===== config.mk =====
export PLATFORM = sky130hd
export DESIGN_NAME = mult32_seq_flat
export DESIGN_NICKNAME = d
export VERILOG_FILES = /design/src/rtl/mult32_seq_if.sv /design/src/rtl/mult32_seq.sv /design/src/flat_wrapper.sv
export SDC_FILE = /design/constraint.sdc
export NUM_CORES = 1
export LEC_CHECK = 0
export ABC_AREA = 1
export CAP_MARGIN = 20
export CORE_MARGIN = 2
export CORE_UTILIZATION = 53
export CTS_BUF_LIST = sky130_fd_sc_hd__clkbuf_16
export DETAILED_ROUTE_END_ITERATION = 12
export MAX_ROUTING_LAYER = met4
export PLACE_DENSITY = 0.87
export SKIP_CTS_REPAIR_TIMING = 1
export SLEW_MARGIN = 40
export SYNTH_ARGS = -nofsm -noshare
export SYNTH_HDL_FRONTEND = slang
export SYNTH_SLANG_ARGS = --single-unit

===== constraint.sdc =====
create_clock -name clk -period 2.8 [get_ports clk]
set_clock_uncertainty 0.1 [all_clocks]
set_input_delay 0.42 -clock clk [delete_from_list [all_inputs] [get_ports clk]]
set_output_delay 0.42 -clock clk [all_outputs]
set_load 0.01 [all_outputs]

===== src/rtl/mult32_seq_if.sv =====
// Request/result bundle of the 32x32 multiply sequencer, plus the borrowed adder port.
// Slave is the sequencer's view; master is the requester/adder-owner view.
interface mult32_seq_if;
  localparam int unsigned W = 32;

  logic         start;
  logic         sign;
  logic [W-1:0] a;
  logic [W-1:0] b;
  logic         busy;
  logic         done;
  logic [W-1:0] hi;
  logic [W-1:0] lo;
  logic [W-1:0] add_a;
  logic [W-1:0] add_b;
  logic         add_cin;
  logic [W-1:0] add_s;
  logic         add_cout;

  modport slave (
    input  start, sign, a, b, add_s, add_cout,
    output busy, done, hi, lo, add_a, add_b, add_cin
  );

  modport master (
    output start, sign, a, b, add_s, add_cout,
    input  busy, done, hi, lo, add_a, add_b, add_cin
  );
endinterface


===== src/rtl/mult32_seq.sv =====
// Radix-2 shift-add 32x32 multiplier that time-shares one external 32-bit adder;
// signed operands are converted to magnitudes and the product re-negated on that same adder.
module mult32_seq (
  input logic         clk,
  input logic         rst_n,
  mult32_seq_if.slave bus
);
  localparam int unsigned W  = 32;
  localparam int unsigned CW = 5;

  typedef enum logic [2:0] {
    IDLE  = 3'd0,
    ABSA  = 3'd1,
    ABSB  = 3'd2,
    CALC  = 3'd3,
    NEGLO = 3'd4,
    NEGHI = 3'd5,
    DONE  = 3'd6
  } state_t;

  state_t        state, state_nxt;
  logic [CW-1:0] cnt, cnt_nxt;
  logic [W-1:0]  mcand, mcand_nxt;
  logic [W-1:0]  hi, hi_nxt;
  logic [W-1:0]  lo, lo_nxt;
  logic          neg, neg_nxt;
  logic          cy, cy_nxt;
  logic          sgn, sgn_nxt;
  logic          busy, done;
  logic [W-1:0]  add_a_c, add_b_c;
  logic          add_cin_c;

  // State register
  always_ff @(posedge clk) begin
    if (!rst_n) state <= IDLE;
    else        state <= state_nxt;
  end

  // Next state, adder drive and datapath next values
  always_comb begin
    state_nxt = state;
    cnt_nxt   = cnt;
    mcand_nxt = mcand;
    hi_nxt    = hi;
    lo_nxt    = lo;
    neg_nxt   = neg;
    cy_nxt    = cy;
    sgn_nxt   = sgn;
    add_a_c   = '0;
    add_b_c   = '0;
    add_cin_c = 1'b0;

    case (state)
      IDLE: begin
        if (bus.start) begin
          mcand_nxt = bus.a;
          lo_nxt    = bus.b;
          hi_nxt    = '0;
          cnt_nxt   = '0;
          neg_nxt   = bus.sign & (bus.a[W-1] ^ bus.b[W-1]);
          sgn_nxt   = bus.sign;
          state_nxt = bus.sign ? ABSA : CALC;
        end
      end
      ABSA: begin
        add_a_c   = mcand[W-1] ? ~mcand : mcand;
        add_cin_c = mcand[W-1];
        mcand_nxt = bus.add_s;
        state_nxt = ABSB;
      end
      ABSB: begin
        add_a_c   = lo[W-1] ? ~lo : lo;
        add_cin_c = lo[W-1];
        lo_nxt    = bus.add_s;
        state_nxt = CALC;
      end
      CALC: begin
        // Carry-out becomes the new hi MSB; the sum LSB shifts into lo as the multiplier drains
        add_a_c = hi;
        add_b_c = lo[0] ? mcand : '0;
        hi_nxt  = {bus.add_cout, bus.add_s[W-1:1]};
        lo_nxt  = {bus.add_s[0], lo[W-1:1]};
        cnt_nxt = cnt + CW'(1);
        if (cnt == CW'(W-1)) state_nxt = sgn ? NEGLO : DONE;
      end
      NEGLO: begin
        add_a_c   = neg ? ~lo : lo;
        add_cin_c = neg;
        lo_nxt    = bus.add_s;
        cy_nxt    = bus.add_cout;
        state_nxt = NEGHI;
      end
      NEGHI: begin
        add_a_c   = neg ? ~hi : hi;
        add_cin_c = neg & cy;
        hi_nxt    = bus.add_s;
        state_nxt = DONE;
      end
      DONE:    state_nxt = IDLE;
      default: state_nxt = IDLE;
    endcase
  end

  // Datapath and status registers
  always_ff @(posedge clk) begin
    if (!rst_n) begin
      cnt   <= '0;
      mcand <= '0;
      hi    <= '0;
      lo    <= '0;
      neg   <= 1'b0;
      cy    <= 1'b0;
      sgn   <= 1'b0;
      busy  <= 1'b0;
      done  <= 1'b0;
    end else begin
      cnt   <= cnt_nxt;
      mcand <= mcand_nxt;
      hi    <= hi_nxt;
      lo    <= lo_nxt;
      neg   <= neg_nxt;
      cy    <= cy_nxt;
      sgn   <= sgn_nxt;
      busy  <= (state_nxt != IDLE);
      done  <= (state_nxt == DONE);
    end
  end

  assign bus.busy    = busy;
  assign bus.done    = done;
  assign bus.hi      = hi;
  assign bus.lo      = lo;
  assign bus.add_a   = add_a_c;
  assign bus.add_b   = add_b_c;
  assign bus.add_cin = add_cin_c;
endmodule


===== src/flat_wrapper.sv =====
// flat-port wrapper written by rule: the top's interface ports become plain ports
module mult32_seq_flat 
  (clk, rst_n, bus_start, bus_sign, bus_a, bus_b, bus_add_s, bus_add_cout, bus_busy, bus_done, bus_hi, bus_lo, bus_add_a, bus_add_b, bus_add_cin);
  mult32_seq_if bus_i ();
  input logic clk;
  input logic rst_n;
  input wire logic [$bits(bus_i.start)-1:0] bus_start;
  input wire logic [$bits(bus_i.sign)-1:0] bus_sign;
  input wire logic [$bits(bus_i.a)-1:0] bus_a;
  input wire logic [$bits(bus_i.b)-1:0] bus_b;
  input wire logic [$bits(bus_i.add_s)-1:0] bus_add_s;
  input wire logic [$bits(bus_i.add_cout)-1:0] bus_add_cout;
  output wire logic [$bits(bus_i.busy)-1:0] bus_busy;
  output wire logic [$bits(bus_i.done)-1:0] bus_done;
  output wire logic [$bits(bus_i.hi)-1:0] bus_hi;
  output wire logic [$bits(bus_i.lo)-1:0] bus_lo;
  output wire logic [$bits(bus_i.add_a)-1:0] bus_add_a;
  output wire logic [$bits(bus_i.add_b)-1:0] bus_add_b;
  output wire logic [$bits(bus_i.add_cin)-1:0] bus_add_cin;
  assign bus_i.start = bus_start;
  assign bus_i.sign = bus_sign;
  assign bus_i.a = bus_a;
  assign bus_i.b = bus_b;
  assign bus_i.add_s = bus_add_s;
  assign bus_i.add_cout = bus_add_cout;
  assign bus_busy = bus_i.busy;
  assign bus_done = bus_i.done;
  assign bus_hi = bus_i.hi;
  assign bus_lo = bus_i.lo;
  assign bus_add_a = bus_i.add_a;
  assign bus_add_b = bus_i.add_b;
  assign bus_add_cin = bus_i.add_cin;
  mult32_seq u_core (.clk(clk), .rst_n(rst_n), .bus(bus_i));
endmodule

[Yosys cells after proc, flatten, opt, wreduce, memory -nomap -nowiden]
Cells that the tools add are included.
Word-level totals
  output and inout port bits: 131
  bits in registers: 109
  logic and storage cells: 58
  bits of input ports: 101
Cells by class
  add/subtract/negate cells: 1
  reduce and logical (&&, ||, !) cells: 12
  bitwise gates (word level): 6
  equal/unequal tests: 8
  mux-type cells: 21
Operator list (count)
  $mux W32: 9
  $pmux W32 S3: 2
  $pmux W32 S5: 1
  $not A32 Y32: 3
  $pmux W32 S2: 1
  $pmux W3 S6: 1
  $pmux W5 S2: 1
  $reduce_and A2 Y1: 5
  $eq A3 B3 Y1 const B: 3
  $reduce_bool A3 Y1: 3
  $eq A3 B2 Y1 const B: 2
  $mux W3: 2
  $add A5 B1 Y5 const B: 1
  $eq A5 B5 Y1 const B: 1
  $mux W5: 1
  $mux W2: 2
  $pmux W1 S4: 1
  $reduce_bool A2 Y1: 2
  $eq A3 B1 Y1 const B: 1
  $logic_not A3 Y1: 1
  $and A1 B1 Y1: 2
  $ne A2 B2 Y1 const B: 1
  $reduce_or A2 Y1: 1
  $xor A1 B1 Y1: 1

[Depth between registers and ports, before layout]
Gate-level depths: netlist of run 1.
  depth after elaboration: 4
  gate-level depth with buffers: 9

[Least setup slack after synthesis of run 1]
OpenSTA, ideal clock, no wires.
  path type: register to output
  start point: reg u_core.state[0]
  end point: out bus_add_cin
  required time: 2.280 ns
  arrival: 1.445 ns
  setup slack: 0.835 ns
  path buffers: 3
  stages on the path, launching flop included: 8
  cell sequence: dfxtp_1 -> buf_2 -> nand3_1 -> inv_2 -> buf_4 -> buf_2 -> o21ai_0 -> o21ai_0
On the way
  word-level cells in the longest chain between the ends: 2
RTL lines
  start: declaration: RTL line mult32_seq.sv:21  | state_t state, state_nxt;
  start signal: assignment: RTL line mult32_seq.sv:36  | else state <= state_nxt;
  $eq A3 B3 Y1 (tied with other cells): RTL line mult32_seq.sv:53  | case (state)
  $pmux W1 S4 *: RTL line mult32_seq.sv:53
  end: declaration: RTL line flat_wrapper.sv:19  | output wire logic [$bits(bus_i.add_cin)-1:0] bus_add_cin;
Every way passes the cells marked *; elsewhere a longest branch is shown, timed or not.

[Final worst setup path of run 1]
  start point: reg u_core.state[1]
  end point: out bus_add_a[26]
On the way
  word-level cells in the longest chain between the ends: 2
RTL lines
  $eq A3 B3 Y1 (tied with other cells): RTL line mult32_seq.sv:53
  $pmux W32 S5 *: RTL line mult32_seq.sv:53
  end: declaration: RTL line flat_wrapper.sv:17  | output wire logic [$bits(bus_i.add_a)-1:0] bus_add_a;
Marks and branches as above.

==> results of run 1 <==
-- cell usage after synthesis, drive strengths merged --
master | number | area share (%)
clkbuf | 53 | 2.4
nand2 | 500 | 22
nand3 | 130 | 7.9
o21a | 21 | 1.9
ha | 2 | 0.30
buf | 59 | 3.4
o221ai | 1 | 0.10
xor2 | 48 | 5.0
nor3 | 2 | 0.12
a21oi | 96 | 5.7
clkinv | 1 | 0.045
nor2 | 212 | 9.7
o22ai | 1 | 0.075
inv | 108 | 4.9
xnor2 | 22 | 2.3
o21ai | 44 | 2.6
dfxtp | 109 | 26
nand4 | 66 | 4.9
-- registers in the layout, summed over array words and instances, names as in the netlist --
signal / flops
u_core.neg: 1
u_core.cy: 1
u_core.bus.hi: 32
u_core.bus.done: 1
u_core.mcand: 32
u_core.cnt: 5
u_core.state: 3
u_core.sgn: 1
u_core.bus.busy: 1
u_core.bus.lo: 32
-- logic make-up after synthesis --
| group | share of synthesized area (%) |
|---|---|
| buffers and inverters | 10.7 |
| AO/OA/AOI/OAI | 10.4 |
| XOR/XNOR | 7.34 |
| adder cells (fa/ha/maj) | 0.299 |
| flip-flops | 26.1 |
| AND/OR/NAND/NOR | 45.1 |
-- metal layers --
| layer | track usage [%] | vias to the layer above | routed length, um |
|---|---|---|---|
| li1 | - | 5020 | - |
| met1 | 57.5 | 4706 | 14300 |
| met2 | 55.6 | 797 | 14300 |
| met3 | 14.2 | 80 | 5360 |
| met4 | 9.99 | 0 | 864 |
| met5 | - | - | 0 |
-- worst max path at each step --
stage,endpoint,slack (ns),depth (start not counted)
6_report,bus_add_a[26],0.03,8
5_1_grt,bus_add_a[7],-0.06,8
4_1_cts,bus_add_b[11],-0.17,5
3_5_place_dp,bus_add_b[11],0.24,5
3_3_place_gp,bus_add_a[13],0.29,7
2_1_floorplan,bus_add_cin,0.84,7
-- through the flow --
step	instances	hold WS (ns)	utilization, %
floorplan	1475	0.339	-
global placement	1844	0.352	70.8
detailed placement	1844	0.365	70.8
CTS	1859	0.382	72.6
global route	1866	0.396	73.8
finish	1866	0.382	73.8
-- report_power, final --
group,internal (uW),switching (uW)
clock network,618,653
registers,1770,320
logic,1160,1540
total,3550,2510
-- area by class of cell --
cell class,count,share of cell area [%]
repair buffers,276,24.9
multi-input cells,1145,47.1
inverters,109,3.68
repair inverters,1,0.0664
clock buffers,9,1.99
clock inverters,6,0.498
flip-flops and latches,109,19.4
well taps,211,2.34
-- critical path: cells and delay by family (launching register included) --
family | cells | cell delay (ns)
compound gates | 1 | 0.10
simple gates | 4 | 0.46
flops | 1 | 0.38
buf+inv | 3 | 0.94
==> results.py, run 1 <==
metrics = {
    "outcome": {
        "status": "finished clean",
    },
    "synthesis": {
        "ys_ff_latch": 109,
        "synth_cell_types": 26,
        "syn-num-nets": 1578,
        "netlist_area_mm2": 0.00836,
        "yosysSeqAreaShare_pct": 26.1,
        "yosysWarningCount": 0,
        "syn_inst": 1475,
        "syn_area_per_cell_um2": 5.67,
    },
    "floorplan": {
        "die_x_um": 130,
        "core_area_mm2": 0.0153,
        "dieArea_mm2": 0.0168,
        "initial_core_util_pct": 54.6,
        "die_y_um": 130,
        "row_count": 45,
        "io-pin-count": 232,
    },
    "worst_hold_path": {
        "holdCritPathClass": "reg2reg",
        "worst_hold_startpoint": "u_core.cnt[4]",
        "min_to": "u_core.cnt[4]",
        "hold_depth": 2,
    },
    "route": {
        "route.detailed.drc": 0,
        "antenna_left": 0,
        "wire_per_inst_um": 18.7,
        "via_per_inst": 5.68,
        "firstDrtPassIters": 6,
        "vias": 10603,
        "drt-total-wl_mm": 34.8,
        "initialDrtViolationCount": 1543,
    },
    "worst_setup_path": {
        "cp-end-kind": "output pin",
        "crit_type": "reg2out",
        "path_cells": "buf_4, nand2_2, nor2_4, buf_8, nand2_1, o21a_1, nand3_1, clkdlybuf4s50_1",
        "slowest_stage": "clkdlybuf4s50_1",
        "crit_start": "u_core.state[1]",
        "regToRegSetupSlack_ns": 0.68,
        "r2r_end": "u_core.mcand[10]",
        "slowest_delay_ns": 0.56,
        "startpoint_type": "flip-flop",
        "timing.rr.start": "u_core.state[2]",
        "r2r.worst_path.cells": 8,
        "cp_max_fo": 22,
        "worstPathRequired_ns": 2.28,
        "critPathArrivalTime_ns": 2.25,
    },
    "job": {
        "drv_cap": 0,
    },
    "finish": {
        "layout_common_cells": "496 x nand2_1, 216 x clkdlybuf4s50_1, 208 x nor2_1",
        "multiInputGateArea_mm2": 0.00533,
        "syn2layout_area_growth_pct": 35.2,
        "regArea_mm2": 0.00219,
        "fin_area_mm2": 0.0113,
        "final_common_cell": "nand2_1",
        "drive_above_1_share_pct": 5.26,
        "fillerInstances": 1320,
        "diodes": 0,
        "fin_nets": 1754,
    },
    "grt": {
        "grt_pass1_wl_mm": 51.5,
        "grt_max_degree": 83,
        "grt_util_all_layers_pct": 40.9,
        "grt_pass1_vias": 9127,
        "antenna_found_initial": 0,
        "overflow": 0,
    },
    "sta": {
        "finalCritPeriodShare_pct": 98.9,
        "tightest_slew_ns": 0.695,
        "setup-tns-final_ns": 0,
        "hold_viol_final": 0,
        "maxSlewViolCount": 0,
        "layout_setup_ws_ns": 0.0298,
        "slew_headroom_pct": 53.6,
        "fin_crit_ns": 2.77,
        "setup_violations": 0,
        "maxClockFrequency_mhz": 361,
        "rsz0062_at_grt": "yes",
    },
    "placement": {
        "place_area_mm2": 0.0108,
        "io_buffer_count": 231,
        "post-place-ws_ns": 0.244,
        "place_congestion": 1.00,
        "dp_hpwl_mm": 24.2,
    },
    "cts": {
        "clock_sinks": 109,
        "clk_pin_slew_ns": 0.08,
        "cts.htree.levels": 3,
        "cts_tree": "done",
        "root_buffer": "clkbuf_16",
        "cts_buffers": 9,
        "insertion_delay_ns": 0.36,
        "clock_path_buffers": 2,
    },
    "power": {
        "power.density_mw_per_mm2": 536,
        "total_power_uw": 6060,
        "leakagePower_uw": 0.00538,
        "peakVddDrop_v": 0.000393,
    },
}
No activity file was read; power rests on OpenSTA's default activity.
==> run 2: changes to the inputs <==
Settings changed: ABC_AREA 1 to 0, CORE_ASPECT_RATIO from default to 1.75, CORE_UTILIZATION 53 to 52, PLACE_DENSITY 0.87 to 0.88.
==> run 2 against run 1 <==
Effect of this change:
- combinational power down 27%
- critical path depth down 3
- clock-buffer cell count did not move
- final cell count is 32% lower
==> results.py, run 2 <==
metrics = {
    "worst_hold_path": {
        "worst_hold_startpoint": "rst_n",
        "min_to": "u_core.cnt[2]",
        "holdCritPathClass": "in2reg",
        "hold_depth": 2,
    },
    "synthesis": {
        "ys_ff_latch": 109,
        "netlist.area_leader.share_pct": 29.1,
        "synth_cell_types": 53,
        "yosysWarningCount": 0,
        "syn_inst": 878,
        "netlist_top_cells_area": "dfxtp_1 29%, mux2i_1 7.3%, nand2_1 5.7%, mux2_2 5.0%, xor2_1 4.8%",
        "syn-num-nets": 981,
        "synthTopCellsByCount": "113 x nand2_1, 109 x dfxtp_1, 55 x mux2i_1",
        "synth.largest_area_cell": "dfxtp_1",
        "yosysSeqAreaShare_pct": 29.1,
        "yosysMostFrequentCell": "nand2_1",
        "synth_edf_count": 0,
        "yosys_most_used_dff": "dfxtp_1",
        "syn_area_per_cell_um2": 8.54,
        "netlist_area_mm2": 0.00749,
        "synthArstFlopShare_pct": 0,
    },
    "sta": {
        "rsz0062_at_grt": "yes",
        "slew_headroom_pct": 67.1,
        "layout_setup_ws_ns": 0.0512,
        "whs_ns": 0.380,
        "maxClockFrequency_mhz": 364,
        "tightest_slew_ns": 0.489,
        "hold_viol_final": 0,
        "setup_violations": 0,
        "fin_crit_ns": 2.75,
        "finalCritPeriodShare_pct": 98.2,
        "maxSlewViolCount": 0,
    },
    "worst_setup_path": {
        "worstPathRequired_ns": 2.28,
        "cp_max_fo": 22,
        "regToRegSetupSlack_ns": 0.58,
        "critPathArrivalTime_ns": 2.23,
        "r2r_end": "u_core.bus.lo[24]",
        "crit_type": "reg2out",
        "timing.rr.start": "u_core.state[1]",
        "startpoint_type": "flip-flop",
        "cp-end-kind": "output pin",
        "r2r.worst_path.cells": 7,
    },
    "finish": {
        "reg_top3": "u_core.bus.hi: 32 flops, u_core.bus.lo: 32 flops, u_core.mcand: 32 flops",
        "syn2layout_area_growth_pct": 40.2,
        "drive_above_1_share_pct": 11.6,
        "final_common_cell": "clkdlybuf4s50_1",
        "fin_nets": 1191,
        "fin_util_pct": 73.9,
        "diodes": 0,
        "layout_common_cells": "219 x clkdlybuf4s50_1, 113 x nand2_1, 103 x dfxtp_1",
    },
    "route": {
        "via_per_inst": 6.28,
        "firstDrtPassIters": 8,
        "vias": 7994,
        "route.detailed.drc": 0,
        "antenna_left": 0,
        "wire_per_inst_um": 21.4,
        "drt-total-wl_mm": 27.2,
        "initialDrtViolationCount": 566,
    },
    "grt": {
        "grt_pass1_vias": 7824,
        "antenna_found_initial": 0,
        "grt_util_all_layers_pct": 34.6,
        "grt_max_degree": 67,
        "grt_pass1_wl_mm": 40.9,
        "overflow": 0,
    },
    "floorplan": {
        "core_area_mm2": 0.0142,
        "io-pin-count": 232,
        "die_x_um": 94.8,
        "row_count": 58,
        "die_y_um": 163,
        "dieArea_mm2": 0.0154,
        "initial_core_util_pct": 52.7,
    },
    "cts": {
        "clock_sinks": 109,
        "clock_path_buffers": 2,
        "cts.htree.levels": 3,
        "clk_pin_slew_ns": 0.07,
        "insertion_delay_ns": 0.36,
        "cts_tree": "done",
        "cts_buffers": 9,
        "root_buffer": "clkbuf_16",
    },
    "power": {
        "power.density_mw_per_mm2": 494,
        "peakVddDrop_v": 0.000327,
        "leakagePower_uw": 0.00421,
    },
    "outcome": {
        "status": "finished clean",
    },
    "placement": {
        "post-place-ws_ns": 0.141,
        "place_congestion": 0.904,
        "dp_hpwl_mm": 18.6,
        "io_buffer_count": 231,
    },
    "job": {
        "drv_cap": 0,
    },
}
[run 2: final cells by class]
class	count	area, um^2
Timing Repair inverter	1	7.51
Multi-Input combinational cell	677	4900
Sequential cell	109	2200
Timing Repair Buffer	285	2860
Clock inverter	7	73.8
Fill cell	1045	3710
Clock buffer	9	225
Tap cell	180	225
Inverter	5	22.5
[run 2: stage by stage]
stage | power, uW | cell area (um^2) | std cells | setup TNS (ns)
floorplan | 2990 | 7490 | 878 | 0
global placement | 3750 | 9970 | 1244 | 0
detailed placement | 3790 | 9970 | 1244 | 0
CTS | 5090 | 10300 | 1260 | -3.89
global route | 5400 | 10500 | 1273 | -0.0845
finish | 5190 | 10500 | 1273 | 0
[run 2: worst max-delay path: stages, from the launching register on]
cell and delay, ns:
dfxtp_4 0.47, nor3b_4 0.37, clkbuf_16 0.29, a21oi_1 0.08
o211ai_1 0.09, clkdlybuf4s50_1 0.57
[run 2: worst max-delay path by stage]
stage / from / endpoint / slack, ns / cells past startpoint
global route: u_core.state[1] / bus_add_a[30] / -0.03 / 6
floorplan: u_core.state[0] / bus_add_a[1] / 0.86 / 6
detailed placement: u_core.state[0] / bus_add_cin / 0.14 / 5
finish: u_core.state[0] / bus_add_a[24] / 0.05 / 5
CTS: u_core.state[0] / bus_add_cin / -0.26 / 5
global placement: u_core.state[0] / bus_add_cin / 0.19 / 5
[run 2: layer usage]
layer / GRT usage, % / vias to the layer above / routed length (um) / share of wire [%]
met4: 22.1 / 0 / 1700 / 6.3
li1: - / 3587 / - / -
met2: 58.9 / 496 / 13900 / 51
met1: 37.2 / 3780 / 9620 / 35
met5: - / - / 0 / 0
met3: 4.53 / 131 / 1970 / 7.3
[run 2: cell families (layout without fill, tap and decap cells)]
family	Yosys count	after routing	share of synthesized area (%)
DFF	109	109	29.1
buffers and inverters	92	307	6.29
and+or+nand+nor	234	234	15.6
AOI/OAI and AO/OA	273	273	27.0
muxes	88	88	12.3
xor gates and xnor gates	80	80	9.35
adders and majority gates	2	2	0.334
[run 2: power breakdown]
group	switching (uW)	internal [uW]	total [uW]
clock network	628	701	1330
logic	961	999	1960
registers	201	1700	1900
